`src/rtl/fetch_unit.sv`:
```
// Instruction-fetch stage: owns the PC, runs a single-outstanding req/ready
// handshake to instruction memory and presents one registered word to decode.
module fetch_unit #(
  parameter logic [31:0] RESET_PC = 32'h0000_0000,
  parameter logic [31:0] NOP      = 32'h0000_0000
) (
  input  logic        clk,
  input  logic        reset,
  input  logic        AnyStall,
  input  logic        flush,
  input  logic        BranchTaken_EX,
  input  logic [31:0] BranchTgt_EX,
  input  logic        Jump_ID,
  input  logic [25:0] JumpTgt_ID,
  output logic        ImemReq,
  output logic [31:0] ImemAddr,
  input  logic        ImemReady,
  input  logic [31:0] ImemData,
  output logic [31:0] FetchData_IF,
  output logic        FetchValid_IF,
  output logic [31:0] PcPlus4_IF
);

  typedef enum logic [1:0] {FETCH, HOLD, DROP} state_t;

  state_t      state, state_nxt;
  logic [31:0] pc, pc_nxt;
  logic [31:0] drop_addr, drop_addr_nxt;
  logic [31:0] skid_data, skid_data_nxt;
  logic [31:0] skid_pc4, skid_pc4_nxt;
  logic [31:0] fetch_data_nxt, pc_plus4_nxt;
  logic        fetch_valid_nxt;
  logic        ignore_ready;
  logic        ready_eff, jump_take, redirect;
  logic [31:0] redirect_tgt, pc_inc;

  // A response still in flight across reset belongs to the old request.
  assign ready_eff = ImemReady & ~ignore_ready;
  assign jump_take = Jump_ID & FetchValid_IF & ~AnyStall;
  assign redirect  = BranchTaken_EX | jump_take;
  assign pc_inc    = pc + 32'd4;

  always_comb begin
    redirect_tgt = {PcPlus4_IF[31:28], JumpTgt_ID, 2'b00};
    if (BranchTaken_EX) redirect_tgt = BranchTgt_EX;
  end

  assign ImemReq  = (state != HOLD);
  assign ImemAddr = (state == DROP) ? drop_addr : pc;

  always_comb begin
    state_nxt       = state;
    pc_nxt          = pc;
    drop_addr_nxt   = drop_addr;
    skid_data_nxt   = skid_data;
    skid_pc4_nxt    = skid_pc4;
    fetch_data_nxt  = FetchData_IF;
    fetch_valid_nxt = FetchValid_IF;
    pc_plus4_nxt    = PcPlus4_IF;

    if (redirect) begin
      pc_nxt          = {redirect_tgt[31:2], 2'b00};
      fetch_valid_nxt = 1'b0;
      fetch_data_nxt  = NOP;
      skid_data_nxt   = NOP;
      skid_pc4_nxt    = '0;
      // An unanswered request must keep its address until memory responds.
      case (state)
        FETCH: begin
          if (!ready_eff) begin
            state_nxt     = DROP;
            drop_addr_nxt = pc;
          end
        end
        HOLD:    state_nxt = FETCH;
        default: state_nxt = state;
      endcase
    end else begin
      case (state)
        FETCH: begin
          if (ready_eff && !flush && !AnyStall) begin
            fetch_data_nxt  = ImemData;
            fetch_valid_nxt = 1'b1;
            pc_plus4_nxt    = pc_inc;
            pc_nxt          = pc_inc;
          end else if (ready_eff && !flush) begin
            skid_data_nxt = ImemData;
            skid_pc4_nxt  = pc_inc;
            state_nxt     = HOLD;
          end else if (!AnyStall) begin
            fetch_valid_nxt = 1'b0;
            fetch_data_nxt  = NOP;
          end
        end
        HOLD: begin
          if (!AnyStall && !flush) begin
            fetch_data_nxt  = skid_data;
            fetch_valid_nxt = 1'b1;
            pc_plus4_nxt    = skid_pc4;
            pc_nxt          = pc_inc;
            state_nxt       = FETCH;
          end
        end
        default: begin
          if (ready_eff) state_nxt = FETCH;
          if (!AnyStall) begin
            fetch_valid_nxt = 1'b0;
            fetch_data_nxt  = NOP;
          end
        end
      endcase

      if (flush) begin
        fetch_valid_nxt = 1'b0;
        fetch_data_nxt  = NOP;
      end
    end
  end

  always_ff @(posedge clk) begin
    if (reset) begin
      state         <= FETCH;
      pc            <= {RESET_PC[31:2], 2'b00};
      drop_addr     <= '0;
      skid_data     <= '0;
      skid_pc4      <= '0;
      FetchData_IF  <= NOP;
      FetchValid_IF <= 1'b0;
      PcPlus4_IF    <= '0;
      ignore_ready  <= 1'b1;
    end else begin
      state         <= state_nxt;
      pc            <= pc_nxt;
      drop_addr     <= drop_addr_nxt;
      skid_data     <= skid_data_nxt;
      skid_pc4      <= skid_pc4_nxt;
      FetchData_IF  <= fetch_data_nxt;
      FetchValid_IF <= fetch_valid_nxt;
      PcPlus4_IF    <= pc_plus4_nxt;
      ignore_ready  <= 1'b0;
    end
  end

endmodule

```
`config.mk`:
```
export PLATFORM = sky130hd
export DESIGN_NAME = fetch_unit
export DESIGN_NICKNAME = d
export VERILOG_FILES = /design/src/rtl/fetch_unit.sv
export SDC_FILE = /design/constraint.sdc
export NUM_CORES = 1
export LEC_CHECK = 0
export ABC_CLOCK_PERIOD_IN_PS = 2900
export BUFFER_PORTS_ARGS = -buffer_cell sky130_fd_sc_hd__buf_2
export CAP_MARGIN = 20
export CORE_MARGIN = 2
export CORE_UTILIZATION = 40
export CTS_CLUSTER_DIAMETER = 50
export CTS_CLUSTER_SIZE = 14
export DETAILED_ROUTE_END_ITERATION = 6
export PLACE_DENSITY_LB_ADDON = 0.25
export SYNTH_ARGS = -nofsm -noshare
export SYNTH_HDL_FRONTEND = slang
export SYNTH_SLANG_ARGS = --single-unit
```
`constraint.sdc`:
```
create_clock -name clk -period 2.9 [get_ports clk]
set_clock_uncertainty 0.15 [all_clocks]
set_input_delay 0.435 -clock clk [delete_from_list [all_inputs] [get_ports clk]]
set_output_delay 0.435 -clock clk [all_outputs]
set_load 0.05 [all_outputs]
```
# After elaboration in Yosys (flattened, before gate mapping)

Index checks and enable logic that the tools add are counted.

Register bits after elaboration: 196
Bits of input ports: 97
Output and inout bits: 98
Word-level logic and storage cells: 77

Add/subtract/negate cells: 1
Equal/unequal tests: 12
Muxes and demuxes: 27
Bitwise gates (word level): 9
Reductions and logical operators: 18

Operator list:

| cell                  | number |
|---|---|
| $mux 32               | 10 |
| $pmux 32 s2           | 3 |
| $add 32x3->32 const B | 1 |
| $ne 3x3->1 const B    | 6 |
| $mux 2                | 6 |
| $reduce_and 3->1      | 4 |
| $pmux 2 s2            | 2 |
| $reduce_and 6->1      | 1 |
| $reduce_bool 3->1     | 2 |
| $mux 1                | 5 |
| $not 1->1             | 5 |
| $ne 2x2->1 const B    | 2 |
| $reduce_and 4->1      | 1 |
| $and 1x1->1           | 3 |
| $logic_and 1x1->1     | 3 |
| $ne 3x1->1 const B    | 1 |
| $reduce_or 3->1       | 1 |
| $eq 2x1->1 const B    | 1 |
| $eq 2x2->1 const B    | 1 |
| $logic_not 1->1       | 2 |
| $logic_not 2->1       | 1 |
| $ne 2x1->1 const B    | 1 |
| $pmux 1 s2            | 1 |
| $reduce_and 2->1      | 1 |
| 3 further kinds       | 3 |

# Depth between registers and ports, before layout

Depth in word-level cells: 7
Mapped depth: 8
Depth with buffers taken out: 6

# Least setup slack after synthesis

OpenSTA, ideal clock, no wires.

Path type: reg2out
From: register state[1]
To: output ImemAddr[14]
Data arrival time: 1.953 ns
Data required time: 2.315 ns
Path slack: 0.362 ns
Cell stages (with the launch flop): 5
Path buffers: 2
Path through: dfxtp_1 -> nor2b_1 -> clkbuf_1 -> clkbuf_1 -> o21ai_0

Word-level cells in the longest chain between the ends: 2

RTL lines:

| what                     | RTL line | source |
|---|---|---|
| start: declaration       | 26       | `state_t state, state_nxt;` |
| start signal: assignment | 132      | `state <= state_nxt;` |
| $eq 2x2->1               | 49       | `assign ImemAddr = (state == DROP) ? drop_addr : pc;` |
| $mux 32                  | 49       |  |
| end: declaration         | 16       | `output logic [31:0] ImemAddr,` |

No other way between the ends.

# Final worst setup path

From: register state[0]
To: output ImemReq

Word-level cells in the longest chain between the ends: 1

RTL lines:

| what             | RTL line | source |
|---|---|---|
| $ne 2x1->1       | 48       | `assign ImemReq = (state != HOLD);` |
| end: declaration | 15       | `output logic ImemReq,` |

No other way between the ends.

==> reports/summary.json <==
{
  "initial_utilization": {"value": 40.8, "unit": "%"},
  "netlist_instances": {"value": 1045},
  "place.gp.congestion": {"value": 0.893},
  "timing.final.crit_share": {"value": 95.1, "unit": "%"},
  "synth_top_area_share": {"value": 43.9, "unit": "%"},
  "post_route_cells_drive_above_1_share": {"value": 25.5, "unit": "%"},
  "final_antenna_net_count": {"value": 0},
  "pwr-share-comb": {"value": 11.2, "unit": "%"},
  "chipWidth": {"value": 150, "unit": "um"},
  "power.density_cell_area": {"value": 550, "unit": "nW/um^2"},
  "leakagePower": {"value": 0.00398, "unit": "uW"},
  "area_delta_synth_final": {"value": 21.6, "unit": "%"},
  "core_box_area": {"value": 21000, "unit": "sq um"},
  "cell_accounting_for_the_most_synthesized_area": {"value": "sky130_fd_sc_hd__dfxtp_1"},
  "stdcell_area": {"value": 10400, "unit": "sq um"},
  "peakVddDrop": {"value": 380, "unit": "uV"},
  "num_rows": {"value": 53},
  "die_area": {"value": 22600, "unit": "sq um"},
  "seq_power_share": {"value": 47.0, "unit": "%"},
  "tritoncts_num_sinks": {"value": 188},
  "global_route.usage.total": {"value": 23.4, "unit": "%"},
  "antenna_violations_before_repair": {"value": 1},
  "clock_insertion_delay_worst_skew": {"value": 0.44, "unit": "ns"},
  "r2r_start": {"value": "pc[17]"},
  "layoutNonFillerInstCount": {"value": 1478},
  "detailed_place_hpwl": {"value": 18.3, "unit": "mm"},
  "route.detailed.wl_per_inst": {"value": 18.1, "unit": "um"},
  "die_h": {"value": 150, "unit": "um"},
  "setup.worst_path.start_class": {"value": "flip-flop"},
  "layout.nets": {"value": 1287},
  "drt_iter0_drc": {"value": 715},
  "port_buffers": {"value": 188},
  "crit_type": {"value": "flip-flop to output port"},
  "fraction_of_power_spent_switching_nets": {"value": 29.7, "unit": "%"},
  "worstMarginPinSlew": {"value": 0.902, "unit": "ns"},
  "dpl-instance-area": {"value": 9810, "unit": "sq um"},
  "clock_path_buffers": {"value": 2},
  "r2r_setup_slack": {"value": 0.36, "unit": "ns"},
  "dp_cells": {"value": 1445},
  "cts_made_buffers": {"value": 17},
  "cts-hold-fix-buffers": {"value": 0},
  "yosys_register_bits": {"value": 188},
  "power_report.internal_total": {"value": 4030, "unit": "uW"},
  "ctsResizeCount": {"value": 0},
  "finalWirelength": {"value": 26.7, "unit": "mm"},
  "route.vias.total": {"value": 8282},
  "worst_setup_path_startpoint": {"value": "state[0]"},
  "cts_tree": {"value": "yes"},
  "grt_overflow_total": {"value": 0},
  "residual_drc": {"value": 0},
  "netSwitchingPower": {"value": 1700, "unit": "uW"},
  "grt_first_pass_wirelength": {"value": 41.7, "unit": "mm"},
  "hp-class": {"value": "input pin to flip-flop"},
  "root_buffer": {"value": "sky130_fd_sc_hd__clkbuf_16"},
  "timing.critical_path.required": {"value": 2.32, "unit": "ns"},
  "power.share.clock": {"value": 41.7, "unit": "%"},
  "cts.htree.levels": {"value": 4},
  "synth.cell_area": {"value": 8570, "unit": "sq um"},
  "finalWorstPathRequiredPeriod": {"value": 2.76, "unit": "ns"},
  "status": {"value": "complete, no violations"},
  "netlist_top_cells_area": {"value": "sky130_fd_sc_hd__dfxtp_1 44%, sky130_fd_sc_hd__nand2_1 7.5%, sky130_fd_sc_hd__a21oi_1 6.5%, sky130_fd_sc_hd__xnor2_1 4.0%, sky130_fd_sc_hd__a222oi_1 3.7%"},
  "ys.flop_type": {"value": "sky130_fd_sc_hd__dfxtp_1"},
  "setup_violations": {"value": 0},
  "postCtsSetupRepairBufs": {"value": 0},
  "synthMostInstantiatedCell": {"value": "sky130_fd_sc_hd__dfxtp_1"},
  "synthTopCellsByCount": {"value": "188 x sky130_fd_sc_hd__dfxtp_1, 172 x sky130_fd_sc_hd__nand2_1, 112 x sky130_fd_sc_hd__a21oi_1"},
  "first_global_vias": {"value": 7759},
  "boundary_pin_count": {"value": 195},
  "final_hold_viol_count": {"value": 0},
  "worst_setup_hold_path_clk_slew": {"value": 0.08, "unit": "ns"},
  "finish.utilization": {"value": 49.6, "unit": "%"},
  "synth_sequential_area_ratio": {"value": 43.9, "unit": "%"},
  "final.fill_count": {"value": 2045},
  "timing.critical_path.to_type": {"value": "output port"},
  "slew_headroom": {"value": 39.8, "unit": "%"},
  "detail_route.vias_per_cell": {"value": 5.60},
  "post_synth.cell_area_avg": {"value": 8.20, "unit": "sq um"},
  "post_synth_num_cell_types": {"value": 60},
  "yosys_warnings": {"value": 0},
  "arrival": {"value": 2.17, "unit": "ns"},
  "worst_hold_startpoint": {"value": "ImemData[7]"},
  "maximum_operating_frequency": {"value": 362, "unit": "MHz"},
  "ys_async_sr_fraction": {"value": 0, "unit": "%"},
  "pnr_worst_setup_slack": {"value": 0.141, "unit": "ns"},
  "drt_pre_antenna_iters": {"value": 6},
  "timing.final.max_slew_violations": {"value": 0},
  "critical_path_peak_fanout": {"value": 27},
  "pin_count_of_the_biggest_net_entering_global_routing": {"value": 40},
  "synth_enable_flop_cells": {"value": 0},
  "tns": {"value": 0, "unit": "ns"},
  "drv.max_cap_violation_count": {"value": 0},
  "detailedPlace.worstSlack": {"value": 0.327, "unit": "ns"},
  "grt_setup_unrepaired": {"value": "false"}
}
## final timing paths
kind | to | cells after the start
hold / removal | skid_data[7] | 3
setup / recovery | ImemReq | 3
hold reg to reg | PcPlus4_IF[6] | 2
setup reg to reg | PcPlus4_IF[31] | 5
## power groups by stage
stage	Sequential [uW]	Combinational, uW	Clock (uW)
3_5_place_dp	2760	641	0
3_3_place_gp	2750	638	0
5_1_grt	2710	693	2540
2_1_floorplan	2740	431	0
4_1_cts	2700	645	2430
6_report	2700	645	2390
## worst max-delay path: stages, from the launching register on
cell and delay [ns]:
sky130_fd_sc_hd__dfxtp_1 0.45, sky130_fd_sc_hd__nor2b_1 0.21, sky130_fd_sc_hd__inv_1 0.67, sky130_fd_sc_hd__buf_2 0.40
## area by class of cell
| type | count | area (sq um) | area share [%] |
|---|---|---|---|
| inverters | 6 | 22.5 | 0.216 |
| clock inverters | 15 | 193 | 1.85 |
| clock buffers | 17 | 425 | 4.08 |
| well taps | 275 | 344 | 3.30 |
| repair buffers | 229 | 1290 | 12.3 |
| multi-input cells | 747 | 4390 | 42.1 |
| diodes | 1 | 2.50 | 0.0240 |
| flip-flops and latches | 188 | 3760 | 36.1 |
## through the flow
stage,total power [uW],hold slack (ns)
after floorplan,3170,0.283
after global placement,3390,0.287
after detailed placement,3400,0.293
after CTS,5770,0.0678
after global routing,5940,0.0787
final,5740,0.0879
## logic make-up after synthesis
| kind of cell | after synthesis | share of synthesized area, % |
|---|---|---|
| other | 1 | 0.0437 |
| AOI/OAI and AO/OA | 284 | 21.5 |
| xor gates and xnor gates | 46 | 4.70 |
| muxes | 29 | 3.78 |
| and+or+nand+nor | 383 | 20.5 |
| DFF | 188 | 43.9 |
| adders and majority gates | 1 | 0.146 |
| buffers and inverters | 113 | 5.43 |
## layer usage
metal / global-route usage (%) / wire length (um) / up-vias
li1: - / - / 4024
met1: 32.4 / 11800 / 3917
met2: 37.1 / 12500 / 308
met3: 4.48 / 1850 / 33
met4: 7.12 / 567 / 0
met5: 0 / 0 / -
## sequential cells by signal, indices dropped and copies added (netlist names)
name and flops:
FetchData_IF 32, pc 30, skid_pc4 30, state 2, drop_addr 30, ignore_ready 1, FetchValid_IF 1, PcPlus4_IF 30
skid_data 32
## layout by cell type (no fill, tap or decap), types with 11 or more instances in the layout
master,instances
sky130_fd_sc_hd__o21ai_0,40
sky130_fd_sc_hd__o22ai_1,21
sky130_fd_sc_hd__and3_1,22
sky130_fd_sc_hd__mux2_2,27
sky130_fd_sc_hd__and2_1,11
sky130_fd_sc_hd__dfxtp_1,188
sky130_fd_sc_hd__a211oi_1,22
sky130_fd_sc_hd__a21oi_1,112
sky130_fd_sc_hd__buf_4,38
sky130_fd_sc_hd__a222oi_1,32
sky130_fd_sc_hd__nand2_1,171
sky130_fd_sc_hd__xnor2_1,39
sky130_fd_sc_hd__nor3_1,30
sky130_fd_sc_hd__clkbuf_16,17
sky130_fd_sc_hd__nand3_1,18
sky130_fd_sc_hd__buf_2,188
sky130_fd_sc_hd__nor2_1,79
Power figures use the tool's default switching activity.
